**src/rtl/criq_arb_ctrl_pkg.sv**
```systemverilog
// Shared types and helpers for the circular issue queue arbitration controller.
package criq_arb_ctrl_pkg;

  typedef enum logic [1:0] {
    S_INIT  = 2'd0,
    S_RUN   = 2'd1,
    S_FLUSH = 2'd2,
    S_HOLD  = 2'd3
  } criq_state_e;

  // Round-robin successor of a requester index.
  function automatic int unsigned rr_next(input int unsigned idx, input int unsigned n);
    return (idx + 1) % n;
  endfunction

endpackage

```
**src/rtl/criq_arb_ctrl_if.sv**
```systemverilog
// Producer push and consumer pop handshake bundle of the issue queue controller.
interface criq_arb_ctrl_if #(
  parameter int unsigned NREQ     = 2,
  parameter int unsigned CRIQWIDE = 32
);
  logic [NREQ-1:0]          ReqValid;
  logic [NREQ*CRIQWIDE-1:0] ReqData;
  logic [NREQ-1:0]          ReqGnt;
  logic                     OutValid;
  logic [CRIQWIDE-1:0]      OutData;
  logic                     OutReady;

  modport master (
    output ReqValid, ReqData, OutReady,
    input  ReqGnt, OutValid, OutData
  );

  modport slave (
    input  ReqValid, ReqData, OutReady,
    output ReqGnt, OutValid, OutData
  );
endinterface

```
**src/rtl/criq_rr_arb.sv**
```systemverilog
// Combinational round-robin arbiter: first valid request at or after RrPtr, scanning upward with wrap.
module criq_rr_arb #(
  parameter int unsigned NREQ = 2,
  parameter int unsigned IDXW = $clog2(NREQ)
) (
  input  logic [NREQ-1:0] ReqValid,
  input  logic [IDXW-1:0] RrPtr,
  input  logic            Enable,
  output logic [NREQ-1:0] Gnt,
  output logic [IDXW-1:0] GntIdx
);
  logic [IDXW-1:0] cand;
  logic            found;

  always_comb begin
    Gnt    = '0;
    GntIdx = '0;
    cand   = '0;
    found  = 1'b0;
    if (Enable) begin
      for (int unsigned i = 0; i < NREQ; i++) begin
        cand = IDXW'((32'(RrPtr) + i) % NREQ);
        if (!found && ReqValid[cand]) begin
          found     = 1'b1;
          GntIdx    = cand;
          Gnt[cand] = 1'b1;
        end
      end
    end
  end
endmodule

```
**src/rtl/criq_arb_ctrl.sv**
```systemverilog
// Shares one external circular issue queue between NREQ producers and a single consumer,
// with round-robin pushes, handshaked pops, sequenced flush and occupancy tracking.
module criq_arb_ctrl
  import criq_arb_ctrl_pkg::*;
#(
  parameter int unsigned NREQ     = 2,
  parameter int unsigned CRIQWIDE = 32,
  parameter int unsigned CRIQDEEP = 7,
  parameter int unsigned PTRWIDE  = 3,
  parameter int unsigned HOLDCYC  = 2,
  parameter int unsigned AFTHR    = 2
) (
  input  logic                Clk,
  input  logic                Rest,
  criq_arb_ctrl_if.slave      Bus,
  input  logic                FlushReq,
  output logic                FlushDone,
  output logic [PTRWIDE:0]    Count,
  output logic                AlmostFull,
  output logic                QWable,
  output logic [CRIQWIDE-1:0] QDin,
  output logic                QRable,
  output logic                QClean,
  input  logic                QFull,
  input  logic                QEmpty,
  input  logic [CRIQWIDE-1:0] QPreOut
);
  localparam int unsigned    IDXW    = $clog2(NREQ);
  localparam int unsigned    HCW     = (HOLDCYC > 1) ? $clog2(HOLDCYC) : 1;
  localparam logic [PTRWIDE:0] CNT_MAX = (PTRWIDE+1)'(CRIQDEEP);

  criq_state_e     state_q, state_d;
  logic [IDXW-1:0] rrptr_q, rrptr_d;
  logic [HCW-1:0]  holdcnt_q, holdcnt_d;
  logic [PTRWIDE:0] count_d;
  logic [NREQ-1:0] gnt;
  logic [IDXW-1:0] gnt_idx;
  logic            arb_en;
  logic            push;

  // A pending flush wins over any push in the same cycle.
  assign arb_en = (state_q == S_RUN) && !Rest && !FlushReq && !QFull;

  criq_rr_arb #(.NREQ(NREQ), .IDXW(IDXW)) u_arb (
    .ReqValid (Bus.ReqValid),
    .RrPtr    (rrptr_q),
    .Enable   (arb_en),
    .Gnt      (gnt),
    .GntIdx   (gnt_idx)
  );

  assign push        = |gnt;
  assign Bus.ReqGnt  = gnt;
  assign QWable      = push;
  assign QDin        = Bus.ReqData[gnt_idx*CRIQWIDE +: CRIQWIDE];
  assign Bus.OutData = QPreOut;
  assign AlmostFull  = (int'(Count) >= int'(CRIQDEEP) - int'(AFTHR));

  always_comb begin
    state_d      = state_q;
    rrptr_d      = rrptr_q;
    holdcnt_d    = holdcnt_q;
    count_d      = Count;
    Bus.OutValid = 1'b0;
    QRable       = 1'b0;
    QClean       = 1'b0;
    FlushDone    = 1'b0;
    if (!Rest) begin
      unique case (state_q)
        S_INIT: begin
          QClean  = 1'b1;
          state_d = S_RUN;
        end
        S_RUN: begin
          if (FlushReq) begin
            state_d = S_FLUSH;
          end else begin
            Bus.OutValid = !QEmpty;
            QRable       = !QEmpty && Bus.OutReady;
            if (push)
              rrptr_d = IDXW'(rr_next(32'(gnt_idx), NREQ));
            if (push && !QRable && Count != CNT_MAX)
              count_d = Count + 1'b1;
            else if (QRable && !push && Count != '0)
              count_d = Count - 1'b1;
          end
        end
        S_FLUSH: begin
          QClean    = 1'b1;
          count_d   = '0;
          holdcnt_d = HCW'(HOLDCYC - 1);
          state_d   = S_HOLD;
        end
        S_HOLD: begin
          if (holdcnt_q == '0) begin
            FlushDone = 1'b1;
            state_d   = S_RUN;
          end else begin
            holdcnt_d = holdcnt_q - HCW'(1);
          end
        end
        default: state_d = S_INIT;
      endcase
    end
  end

  always_ff @(posedge Clk) begin
    if (Rest) begin
      state_q   <= S_INIT;
      rrptr_q   <= '0;
      holdcnt_q <= '0;
      Count     <= '0;
    end else begin
      state_q   <= state_d;
      rrptr_q   <= rrptr_d;
      holdcnt_q <= holdcnt_d;
      Count     <= count_d;
    end
  end
endmodule

```
**src/flat_wrapper.sv**
```systemverilog
// flat-port wrapper written by rule: the top's interface ports become plain ports
module criq_arb_ctrl_flat import criq_arb_ctrl_pkg::*;
#(
  parameter int unsigned NREQ     = 2,
  parameter int unsigned CRIQWIDE = 32,
  parameter int unsigned CRIQDEEP = 7,
  parameter int unsigned PTRWIDE  = 3,
  parameter int unsigned HOLDCYC  = 2,
  parameter int unsigned AFTHR    = 2
)
  (Clk, Rest, FlushReq, FlushDone, Count, AlmostFull, QWable, QDin, QRable, QClean, QFull, QEmpty, QPreOut, Bus_ReqValid, Bus_ReqData, Bus_OutReady, Bus_ReqGnt, Bus_OutValid, Bus_OutData);
  criq_arb_ctrl_if #(.NREQ(NREQ), .CRIQWIDE(CRIQWIDE)) Bus_i ();
  input  logic Clk;
  input  logic Rest;
  input  logic FlushReq;
  output logic FlushDone;
  output logic [PTRWIDE:0] Count;
  output logic AlmostFull;
  output logic QWable;
  output logic [CRIQWIDE-1:0] QDin;
  output logic QRable;
  output logic QClean;
  input  logic QFull;
  input  logic QEmpty;
  input  logic [CRIQWIDE-1:0] QPreOut;
  input wire logic [$bits(Bus_i.ReqValid)-1:0] Bus_ReqValid;
  input wire logic [$bits(Bus_i.ReqData)-1:0] Bus_ReqData;
  input wire logic [$bits(Bus_i.OutReady)-1:0] Bus_OutReady;
  output wire logic [$bits(Bus_i.ReqGnt)-1:0] Bus_ReqGnt;
  output wire logic [$bits(Bus_i.OutValid)-1:0] Bus_OutValid;
  output wire logic [$bits(Bus_i.OutData)-1:0] Bus_OutData;
  assign Bus_i.ReqValid = Bus_ReqValid;
  assign Bus_i.ReqData = Bus_ReqData;
  assign Bus_i.OutReady = Bus_OutReady;
  assign Bus_ReqGnt = Bus_i.ReqGnt;
  assign Bus_OutValid = Bus_i.OutValid;
  assign Bus_OutData = Bus_i.OutData;
  criq_arb_ctrl #(.NREQ(NREQ), .CRIQWIDE(CRIQWIDE), .CRIQDEEP(CRIQDEEP), .PTRWIDE(PTRWIDE), .HOLDCYC(HOLDCYC), .AFTHR(AFTHR)) u_core (.Clk(Clk), .Rest(Rest), .Bus(Bus_i), .FlushReq(FlushReq), .FlushDone(FlushDone), .Count(Count), .AlmostFull(AlmostFull), .QWable(QWable), .QDin(QDin), .QRable(QRable), .QClean(QClean), .QFull(QFull), .QEmpty(QEmpty), .QPreOut(QPreOut));
endmodule
```
**config.mk**
```make
export PLATFORM = sky130hd
export DESIGN_NAME = criq_arb_ctrl_flat
export DESIGN_NICKNAME = d
export VERILOG_FILES = /design/src/rtl/criq_arb_ctrl_pkg.sv /design/src/rtl/criq_arb_ctrl_if.sv /design/src/rtl/criq_rr_arb.sv /design/src/rtl/criq_arb_ctrl.sv /design/src/flat_wrapper.sv
export SDC_FILE = /design/constraint.sdc
export NUM_CORES = 1
export LEC_CHECK = 0
export ABC_AREA = 1
export ABC_CLOCK_PERIOD_IN_PS = 2200
export BUFFER_PORTS_ARGS = -buffer_cell sky130_fd_sc_hd__buf_4
export CORE_ASPECT_RATIO = 0.75
export CORE_MARGIN = 5
export CORE_UTILIZATION = 30
export CTS_BUF_LIST = sky130_fd_sc_hd__clkbuf_2 sky130_fd_sc_hd__clkbuf_4 sky130_fd_sc_hd__clkbuf_8
export DETAILED_ROUTE_END_ITERATION = 10
export PLACE_DENSITY_LB_ADDON = 0.12
export SLEW_MARGIN = 20
export SYNTH_ARGS = -nofsm -noshare
export SYNTH_HDL_FRONTEND = slang
export SYNTH_SLANG_ARGS = --single-unit
```
**constraint.sdc**
```tcl
create_clock -name Clk -period 2.2 [get_ports Clk]
set_clock_uncertainty 0.05 [all_clocks]
set_input_delay 0.44 -clock Clk [delete_from_list [all_inputs] [get_ports Clk]]
set_output_delay 0.44 -clock Clk [all_outputs]
set_load 0.005 [all_outputs]
```
==> results of run 1 <==
[metal layers]
layer	routed length [µm]	up-vias	part of all wire, %	global-route usage, %
met2	3039	92	51	27.52
met1	2142	794	36	18.79
met3	714	2	12	6.057
met5	0	-	0	0
met4	22	0	0.37	1.132
li1	-	889	-	-
[how the worst max path moves through the flow]
stage	depth (start not counted)	end
final	11	QDin[19]
after global placement	17	u_core.Count[3]
after floorplan	17	u_core.Count[3]
after global routing	18	u_core.Count[3]
after detailed placement	17	u_core.Count[3]
after CTS	11	QDin[17]
[what timing repair did]
item | in CTS | in global routing
setup endpoints to repair | 33 | 33
hold endpoints to repair | 0 | 0
buffers inserted | 4 | 1
pin swaps | 1 | 22
gates resized for setup | 11 | 70
gates cloned | 2 | 2
[synthesized netlist by cell type (2+ instances only)]
| cell | count |
|---|---|
| sky130_fd_sc_hd__a21oi_1 | 9 |
| sky130_fd_sc_hd__a21oi_2 | 2 |
| sky130_fd_sc_hd__buf_2 | 6 |
| sky130_fd_sc_hd__buf_4 | 32 |
| sky130_fd_sc_hd__dfxtp_1 | 8 |
| sky130_fd_sc_hd__ha_1 | 6 |
| sky130_fd_sc_hd__inv_1 | 18 |
| sky130_fd_sc_hd__inv_2 | 2 |
| sky130_fd_sc_hd__nand2_1 | 109 |
| sky130_fd_sc_hd__nand2_2 | 2 |
| sky130_fd_sc_hd__nand2_4 | 2 |
| sky130_fd_sc_hd__nand3_1 | 8 |
| sky130_fd_sc_hd__nand4_1 | 2 |
| sky130_fd_sc_hd__nor2_1 | 10 |
| sky130_fd_sc_hd__nor3_1 | 2 |
| sky130_fd_sc_hd__o21ai_0 | 2 |
[cell families after synthesis]
| group | count (synthesis) | synth area share, % |
|---|---|---|
| AND/OR/NAND/NOR | 141 | 44.69 |
| buffers and inverters | 60 | 26.52 |
| AO/OA/AOI/OAI | 19 | 9.629 |
| flip-flops | 8 | 11.63 |
| adder cells (fa/ha/maj) | 7 | 6.903 |
| XOR/XNOR | 1 | 0.6359 |
[state kept, by name (all words and copies together), names as in the netlist]
register          cells
u_core.rrptr_q        1
u_core.Count          4
u_core.state_q        2
u_core.holdcnt_q      1
[metrics by stage]
| step | TNS, ps | util, % | instances |
|---|---|---|---|
| floorplan | 0 | - | 236 |
| global placement | 0 | 47.62 | 378 |
| detailed placement | -3.438 | 47.62 | 378 |
| CTS | 0 | 51.82 | 387 |
| global route | -1936 | 58.55 | 390 |
| finish | 0 | 58.55 | 390 |
[critical path, delay by kind of cell, from the launching register on]
kind,cells,cell delay (ps)
AND/OR/NAND/NOR,5,440
adder cells (fa/ha/maj),1,150
flip-flops,1,320
buffers and inverters,5,550
[report_power, final]
group          leakage, nW  switching, mW  internal (mW)
sequential          0.0657         0.0165          0.166
combinational         1.34          0.212          0.259
clock               0.0216         0.0672          0.119
total                 1.43          0.296          0.544
[layout make-up]
type                    count  area share [%]
repair buffers            133           45.19
multi-input cells         168           40.33
flip-flops and latches      8           6.256
inverters                  21           3.898
well taps                  57           2.743
clock buffers               3           1.588
==> flow_summary.toml, run 1 <==
[status]
status = "complete, no violations"

[timing]
setup_ws_ps = 2.528
max-slew-margin-rel_pct = 80.96
fin_worst_hold_slack_ps = 461.8
rsz0062_at_grt = "yes"
setup_viol_count_final = 0
finalWorstPathRequiredPeriod_ps = 2197
final_max_slew_viol_count = 0
fmaxAchievable_mhz = 455.1
final.period_utilization_pct = 99.89
timing_hold_violations_final = 0
timing_worst_slew_pin_value_ps = 283.7

[floorplan]
rows = 21
fp.dieH_um = 68.69
fp.dieArea_um2 = 6061
io_pins = 180
core_area_um2 = 4441
die_x_um = 88.25
start_util_pct = 31.02

[critical_path]
setup.worst_path.end_class = "primary output"
worstPathRequired_ps = 1710
crit_path_start = "u_core.state_q[1]"
reg2reg_from = "u_core.state_q[1]"
timing_worst_setup_path_type = "flip-flop to primary output"
crit_path_start_kind = "flip-flop"
crit_path_frequent_cell = "sky130_fd_sc_hd__nand2_1"
critical_path.max_stage_delay_ps = 320
crit_path_cell_trace = "inv_2 -> ha_4 -> inv_6 -> nor2_8 -> nand3_4 -> nor2_4 -> buf_12 -> clkbuf_16 -> nand2_1 -> nand2_1 -> buf_6"
worst-path-max-fanout = 8
reg2regPathDepth = 17
cp_slowest_cell = "sky130_fd_sc_hd__dfxtp_2"
crit-reg2reg-capture = "u_core.Count[3]"
worst-endpoint-arrival_ps = 1710
r2r_setup_slack_ps = 80

[grt]
grt_remaining_overflow = 0
grt_start_max_net_pins = 33
grt_usage_pct = 15.57
grt_pass1_wl_um = 7389
first_global_vias = 1528
antenna_found_initial = 0

[yosys]
syn_avg_cell_area_um2 = 5.837
ys_seq_elements = 8
syn_area_um2 = 1378
asyncSetResetFlopFracSynth_pct = 0
synth_cells = 236
synth-edff-count = 0
synth.yosys.warnings = 0
seq_area_frac_synth_pct = 11.63
synth.top_cells.by_area = "sky130_fd_sc_hd__nand2_1 (30%), sky130_fd_sc_hd__buf_4 (17%), sky130_fd_sc_hd__dfxtp_1 (12%)"
synth.top_cell.area_share_pct = 29.70
synthesis.nets = 347
top_ff_cell_synth = "sky130_fd_sc_hd__dfxtp_1"
synth_cell_types = 32
netlist.top_cell.by_area = "sky130_fd_sc_hd__nand2_1"

[route]
drt-wirelength-per-cell_um = 15.17
drt_iter0_markers = 51
routed_wl_um = 5918
detail-route-antenna-nets = 0
drc_errors = 0
routed_via_density = 4.556
first_pass_iters = 4
via_count = 1777

[pwr]
cellLeakagePower_nw = 1.426
powerDensity_nw_per_um2 = 323.1
vdd_ir_drop_max_mv = 0.3339
power.total_mw = 0.8401

[clock_tree]
cts_tree = "yes"
clkSlewWorstSetupHoldPaths_ps = 50
clk_root_buffer_cell = "sky130_fd_sc_hd__clkbuf_8"
max-clock-path-buffers = 2
htree_num_levels = 1
cts_hold_buffers = 0
cts_num_sinks = 8
cts-buffers-inserted = 3
clock_latency_ps = 240

[place]
final_weighted_congestion_of_routability_driven_global_placement = 0.8004
place_worst_setup_slack_ps = -3.438
placement.io_buffers = 115
dpl.hpwl_um = 4497
postPlaceCellArea_um2 = 2115

[cells_and_area]
post-route-cell-area_um2 = 2600
layout_commonest_cell = "sky130_fd_sc_hd__buf_4"
drive_gt1_share_pct = 59.16
multi_input_comb_area_um2 = 1049
antenna-diode-count = 0
mostFrequentLayoutCells = "sky130_fd_sc_hd__buf_4 (109), sky130_fd_sc_hd__nand2_1 (74), sky130_fd_sc_hd__nand2_2 (27)"
nets = 446
nFillCells = 441
sequential_cell_area_in_the_final_layout_um2 = 162.7
areaGrowthSynthToFinish_pct = 88.74

[flow_run]
max-cap-violations = 0

[min_path]
worstHoldPathCells = 2
hold_class = "flip-flop to flip-flop"
holdCritStartpoint = "u_core.holdcnt_q"
min_delay_worst_endpoint = "u_core.holdcnt_q"
No activity file was read; power rests on OpenSTA's default activity.
==> run 2, diff against run 1 <==
- BUFFER_PORTS_ARGS: -buffer_cell sky130_fd_sc_hd__buf_4 -> unset
- CELL_PAD_IN_SITES_DETAIL_PLACEMENT: unset -> 2
- CELL_PAD_IN_SITES_GLOBAL_PLACEMENT: unset -> 2
- CORE_UTILIZATION: 30 -> 23
- DONT_BUFFER_PORTS: unset -> 1
==> flow_summary.toml, run 2 (same netlist as run 1, synthesis figures left out) <==
[clock_tree]
cts_tree = "yes"
clk_root_buffer_cell = "sky130_fd_sc_hd__clkbuf_8"
max-clock-path-buffers = 2
cts-buffers-inserted = 3
clkSlewWorstSetupHoldPaths_ps = 50
cts_num_sinks = 8
clock_latency_ps = 230
htree_num_levels = 1

[floorplan]
io_pins = 180
fp.dieH_um = 77.02
core_area_um2 = 5826
rows = 24
start_util_pct = 23.65
die_x_um = 99.37
fp.dieArea_um2 = 7653

[critical_path]
crit_path_cell_trace = "inv_2 -> ha_4 -> inv_4 -> nor2_8 -> nand3_4 -> buf_6 -> nor2_4 -> buf_6 -> buf_16 -> nand2_2 -> nand2_2"
setup.worst_path.end_class = "primary output"
critical-path-top-delay-family = "buffers and inverters"
cp_slowest_cell = "sky130_fd_sc_hd__dfxtp_2"
worst-path-max-fanout = 8
crit_path_start_kind = "flip-flop"
critical_path.max_stage_delay_ps = 320
worst-endpoint-arrival_ps = 1670
critPathBufInv = 5
timing_worst_setup_path_type = "flip-flop to primary output"
worstPathRequired_ps = 1710

[cells_and_area]
drive_gt1_share_pct = 45.18
mostFrequentLayoutCells = "sky130_fd_sc_hd__nand2_1 (65), sky130_fd_sc_hd__nand2_2 (38), sky130_fd_sc_hd__buf_4 (18)"
layout_commonest_cell = "sky130_fd_sc_hd__nand2_1"
multi_input_comb_area_um2 = 1056
largest_register_ffs = 4
sequential_cell_area_in_the_final_layout_um2 = 162.7
post_layout_nonfiller_instances = 306
nFillCells = 714
largest_reg_by_ff_count = "u_core.Count"
post-route-cell-area_um2 = 1754
post_route_utilization_pct = 30.11
antenna-diode-count = 0
nets = 341
biggestRegsByFlops = "u_core.Count x4, u_core.state_q x2"
areaGrowthSynthToFinish_pct = 27.34

[place]
placement.io_buffers = 0
placed_cells_incl_taps = 287
dpl.hpwl_um = 4492
postPlaceCellArea_um2 = 1300
final_weighted_congestion_of_routability_driven_global_placement = 0.7601

[grt]
first_global_vias = 1632
grt_usage_pct = 13.98
antenna_found_initial = 0
grt_pass1_wl_um = 8645
grt_start_max_net_pins = 33
grt_remaining_overflow = 0

[flow_run]
max-cap-violations = 0

[pwr]
vdd_ir_drop_max_mv = 0.1480
power.total_mw = 0.6849
cellLeakagePower_nw = 0.8604
powerDensity_nw_per_um2 = 390.4

[route]
detail-route-antenna-nets = 0
drc_errors = 0
first_pass_iters = 4
routed_via_density = 4.859
routed_wl_um = 6109
via_count = 1487
drt-wirelength-per-cell_um = 19.96
drt_iter0_markers = 12

[timing]
rsz0062_at_grt = "yes"
timing_worst_slew_pin_value_ps = 364.3
fmaxAchievable_mhz = 462.9
finalWorstPathRequiredPeriod_ps = 2160
max-slew-margin-rel_pct = 75.49
setup-tns-final_ps = 0
timing_hold_violations_final = 0
final_max_slew_viol_count = 0
final.period_utilization_pct = 98.19
setup_viol_count_final = 0

[min_path]
hold_class = "input port to flip-flop"

[status]
status = "complete, no violations"
run 2: cell types whose count changed in the layout (fill, tap and decap cells not counted), moves of 2 or more:
cell	change
sky130_fd_sc_hd__buf_4	-91
sky130_fd_sc_hd__nand2_2	+11
sky130_fd_sc_hd__buf_6	-13
sky130_fd_sc_hd__nand2_4	-2
sky130_fd_sc_hd__buf_12	-2
sky130_fd_sc_hd__nand2_1	-9
run 2: worst paths after layout:
path	from	end	slack, ps	cells past startpoint
setup reg to reg	u_core.state_q[1]	u_core.Count[3]	40	17
setup / recovery	u_core.state_q[1]	QDin[11]	40	11
hold reg to reg	u_core.holdcnt_q	u_core.holdcnt_q	480	2
hold / removal	Rest	u_core.state_q[0]	220	1
run 2: where the power goes:
group | total (mW) | internal (mW) | switching, mW
clock | 0.180 | 0.119 | 0.0615
sequential | 0.181 | 0.166 | 0.0150
combinational | 0.324 | 0.141 | 0.183
total | 0.685 | 0.426 | 0.259
run 2: metrics by stage:
stage               setup slack (ps)  hold slack (ps)
finish                         39.81            218.0
global route                  -88.54            214.6
CTS                            5.568            211.8
detailed placement            -141.8            461.5
global placement               42.65            437.2
floorplan                      8.253            421.9
run 2: routing by layer:
layer  global-route usage (%)  vias to the layer above  wire length, µm
met4                    4.502                        0              125
met2                    24.66                       76             3153
met1                    15.67                      705             2356
li1                         -                      684                -
met5                        0                        -                0
met3                    4.805                       22              474
run 2: final cells by class:
class,instances,share of cell area [%]
Timing Repair inverter,2,0.9986
Inverter,21,5.635
Clock buffer,3,2.354
Timing Repair Buffer,26,15.98
Multi-Input combinational cell,168,60.20
Tap cell,78,5.563
Sequential cell,8,9.272
run 2: timing repair:
item / in CTS / in global routing
setup buffers: 5 / 7
pin swaps: 10 / 26
endpoints found under the setup margin: 33 / 34
resized for setup: 16 / 60
cloned: 3 / 3
hold buffers: 0 / 0
==> run 3, diff against run 2 <==
- ABC_AREA: 1 -> unset
- ABC_CLOCK_PERIOD_IN_PS: 2200 -> 2300
- CORE_UTILIZATION: 23 -> 25
- clock period: 2.2 -> 2.3 ns (I/O delays scaled with it)
==> flow_summary.toml, run 3 <==
[yosys]
syn_area_um2 = 1215
synth.yosys.warnings = 0
most_repeated_cell_in_the_gate_level_netlist_after_synthesis = "sky130_fd_sc_hd__nand2_1"
synth.top_cell.area_share_pct = 31.51
synth_cell_types = 31
ys_seq_elements = 8
synth-edff-count = 0
yosys-top-cells-count = "sky130_fd_sc_hd__nand2_1 (102), sky130_fd_sc_hd__buf_4 (32), sky130_fd_sc_hd__dfxtp_1 (8), sky130_fd_sc_hd__nor2_1 (8), sky130_fd_sc_hd__clkbuf_1 (7)"
top_ff_cell_synth = "sky130_fd_sc_hd__dfxtp_1"
syn_avg_cell_area_um2 = 5.869
netlist.top_cell.by_area = "sky130_fd_sc_hd__nand2_1"
seq_area_frac_synth_pct = 13.18
synthesis.nets = 318
synth.top_cells.by_area = "sky130_fd_sc_hd__nand2_1 (32%), sky130_fd_sc_hd__buf_4 (20%), sky130_fd_sc_hd__dfxtp_1 (13%)"
asyncSetResetFlopFracSynth_pct = 0
synth_cells = 207

[critical_path]
r2r_setup_slack_ps = -10
worst-endpoint-arrival_ps = 2420
reg2reg_from = "u_core.state_q[1]"
critPathBufInv = 1
setup.worst_path.end_class = "flip-flop"
timing_worst_setup_path_type = "flip-flop to flip-flop"
critical_path.max_stage_delay_ps = 360
worst-path-max-fanout = 4
crit_path_cell_trace = "inv_2 -> ha_4 -> nor4b_4 -> nand4_1 -> ha_1 -> a21o_1 -> a21oi_2 -> xnor2_1 -> or3b_1 -> a31oi_1"
worstPathRequired_ps = 2410
cp_slowest_cell = "sky130_fd_sc_hd__or3b_1"
crit_path_start_kind = "flip-flop"
crit_path_start = "u_core.state_q[1]"
critical-path-top-delay-family = "simple AND/OR/NAND/NOR gates"

[cells_and_area]
post-route-cell-area_um2 = 1323
antenna-diode-count = 0
post_route_utilization_pct = 27.61
nets = 304
nFillCells = 590
layout_commonest_cell = "sky130_fd_sc_hd__nand2_1"
largest_reg_by_ff_count = "u_core.Count"
largest_register_ffs = 4
drive_gt1_share_pct = 16.75
areaGrowthSynthToFinish_pct = 8.857
mostFrequentLayoutCells = "sky130_fd_sc_hd__nand2_1 (102), sky130_fd_sc_hd__buf_4 (14), sky130_fd_sc_hd__nor2_1 (8)"
biggestRegsByFlops = "u_core.Count x4, u_core.state_q x2"

[grt]
antenna_found_initial = 0
first_global_vias = 1352
grt_remaining_overflow = 0
grtUsageMet2_pct = 23.61
grt_start_max_net_pins = 34
grt_usage_pct = 12.43
met1_track_usage_gr_pct = 10.81
globalRouteMet3Util_pct = 6.781
grt_pass1_wl_um = 6713
highest_utilization_routing_layer_at_the_global_route_stage = "met2"

[pwr]
vdd_ir_drop_max_mv = 0.2168
power.total_mw = 0.5003
cellLeakagePower_nw = 0.6514
power.switching_fraction_pct = 32.14
clkPwrFrac_pct = 35.0
cellInternalPower_mw = 0.3395
power_frac_comb_pct = 33.0
powerDensity_nw_per_um2 = 378.3
power_frac_seq_pct = 31.9
net-switching-power_mw = 0.1608

[clock_tree]
htree_num_levels = 1
clk_root_buffer_cell = "sky130_fd_sc_hd__clkbuf_8"
max-clock-path-buffers = 2
cts-buffers-inserted = 3
cts_num_sinks = 8
cts_tree = "yes"
clock_latency_ps = 230
clkSlewWorstSetupHoldPaths_ps = 40

[place]
dpl.hpwl_um = 3819
placement.io_buffers = 0
postPlaceCellArea_um2 = 1144
place_worst_setup_slack_ps = -74.37
final_weighted_congestion_of_routability_driven_global_placement = 0.7906

[timing]
max-slew-margin-rel_pct = 80.48
final.period_utilization_pct = 100.5
setup_ws_ps = -11.26
setup_viol_count_final = 1
finalWorstPathRequiredPeriod_ps = 2311
timing_hold_violations_final = 0
setup-tns-final_ps = -11.26
fmaxAchievable_mhz = 432.7
final_max_slew_viol_count = 0
timing_worst_slew_pin_value_ps = 290.2
rsz0062_at_grt = "yes"

[floorplan]
io_pins = 180
start_util_pct = 25.37
die_x_um = 90.50
core_area_um2 = 4790
fp.dieH_um = 70.37
fp.dieArea_um2 = 6368
rows = 22

[route]
first_pass_iters = 3
detail-route-antenna-nets = 0
routed_wl_um = 4825
drt-wirelength-per-cell_um = 19.22
routed_via_density = 5.072
drt_iter0_markers = 19
via_count = 1273
drc_errors = 0

[min_path]
holdCritStartpoint = "Rest"
hold_class = "input port to flip-flop"

[status]
status = "finished, violations left"
failing_checks = "setup timing"

[flow_run]
max-cap-violations = 0
[run 3: final timing paths]
kind | to | cells past startpoint
min | u_core.state_q[1] | 1
min reg2reg | u_core.rrptr_q | 2
max reg2reg | u_core.Count[3] | 10
max | u_core.Count[3] | 10
[run 3: layer usage]
| metal | up-vias | share of wire, % |
|---|---|---|
| li1 | 585 | - |
| met1 | 581 | 34 |
| met2 | 91 | 52 |
| met3 | 16 | 13 |
| met4 | 0 | 2.0 |
| met5 | - | 0 |
[run 3: stage by stage]
stage	hold slack, ps	std cells
3_5_place_dp	462.1	240
4_1_cts	234.7	245
5_1_grt	240.4	251
3_3_place_gp	450.4	240
2_1_floorplan	412.0	207
6_report	241.0	251
[run 3: logic make-up (layout without fill, tap and decap cells)]
logic type / Yosys count / in the layout / share of synthesized area (%)
simple gates: 132 / 132 / 46.55
buf+inv: 46 / 30 / 24.10
compound gates: 11 / 11 / 6.076
flops: 8 / 8 / 13.18
fa+ha+maj: 7 / 7 / 7.827
xor+xnor: 2 / 2 / 1.442
mux: 1 / 1 / 0.8239
[run 3: worst register-to-register path: cells and delay by family (launching register included)]
kind,cells,cell delay [ps]
and+or+nand+nor,3,820
adders and majority gates,2,460
AOI/OAI and AO/OA,3,420
DFF,1,320
xor gates and xnor gates,1,90
buffers and inverters,1,70
[run 3: timing repair]
item | 4_1_cts | 5_1_grt
gates resized for setup | 0 | 6
cloned | 0 | 4
pin swaps | 3 | 1
hold buffers | 0 | 0
setup buffers | 2 | 2
setup endpoints to repair | 1 | 33
endpoints found under the hold margin | 0 | 0
[run 3: layout make-up]
type / instances / area (µm²) / share of cell area, %
Multi-Input combinational cell: 153 / 790.8 / 59.79
Timing Repair Buffer: 20 / 222.7 / 16.84
Sequential cell: 8 / 161.4 / 12.20
Tap cell: 60 / 75.07 / 5.676
Clock buffer: 3 / 41.29 / 3.122
Inverter: 7 / 31.28 / 2.365
[run 3: power by group through the flow]
stage	logic, mW	clock network, mW	registers, mW
2_1_floorplan	0.150	0	0.164
3_3_place_gp	0.152	0	0.162
3_5_place_dp	0.157	0	0.162
4_1_cts	0.164	0.185	0.160
5_1_grt	0.189	0.190	0.160
6_report	0.165	0.175	0.160
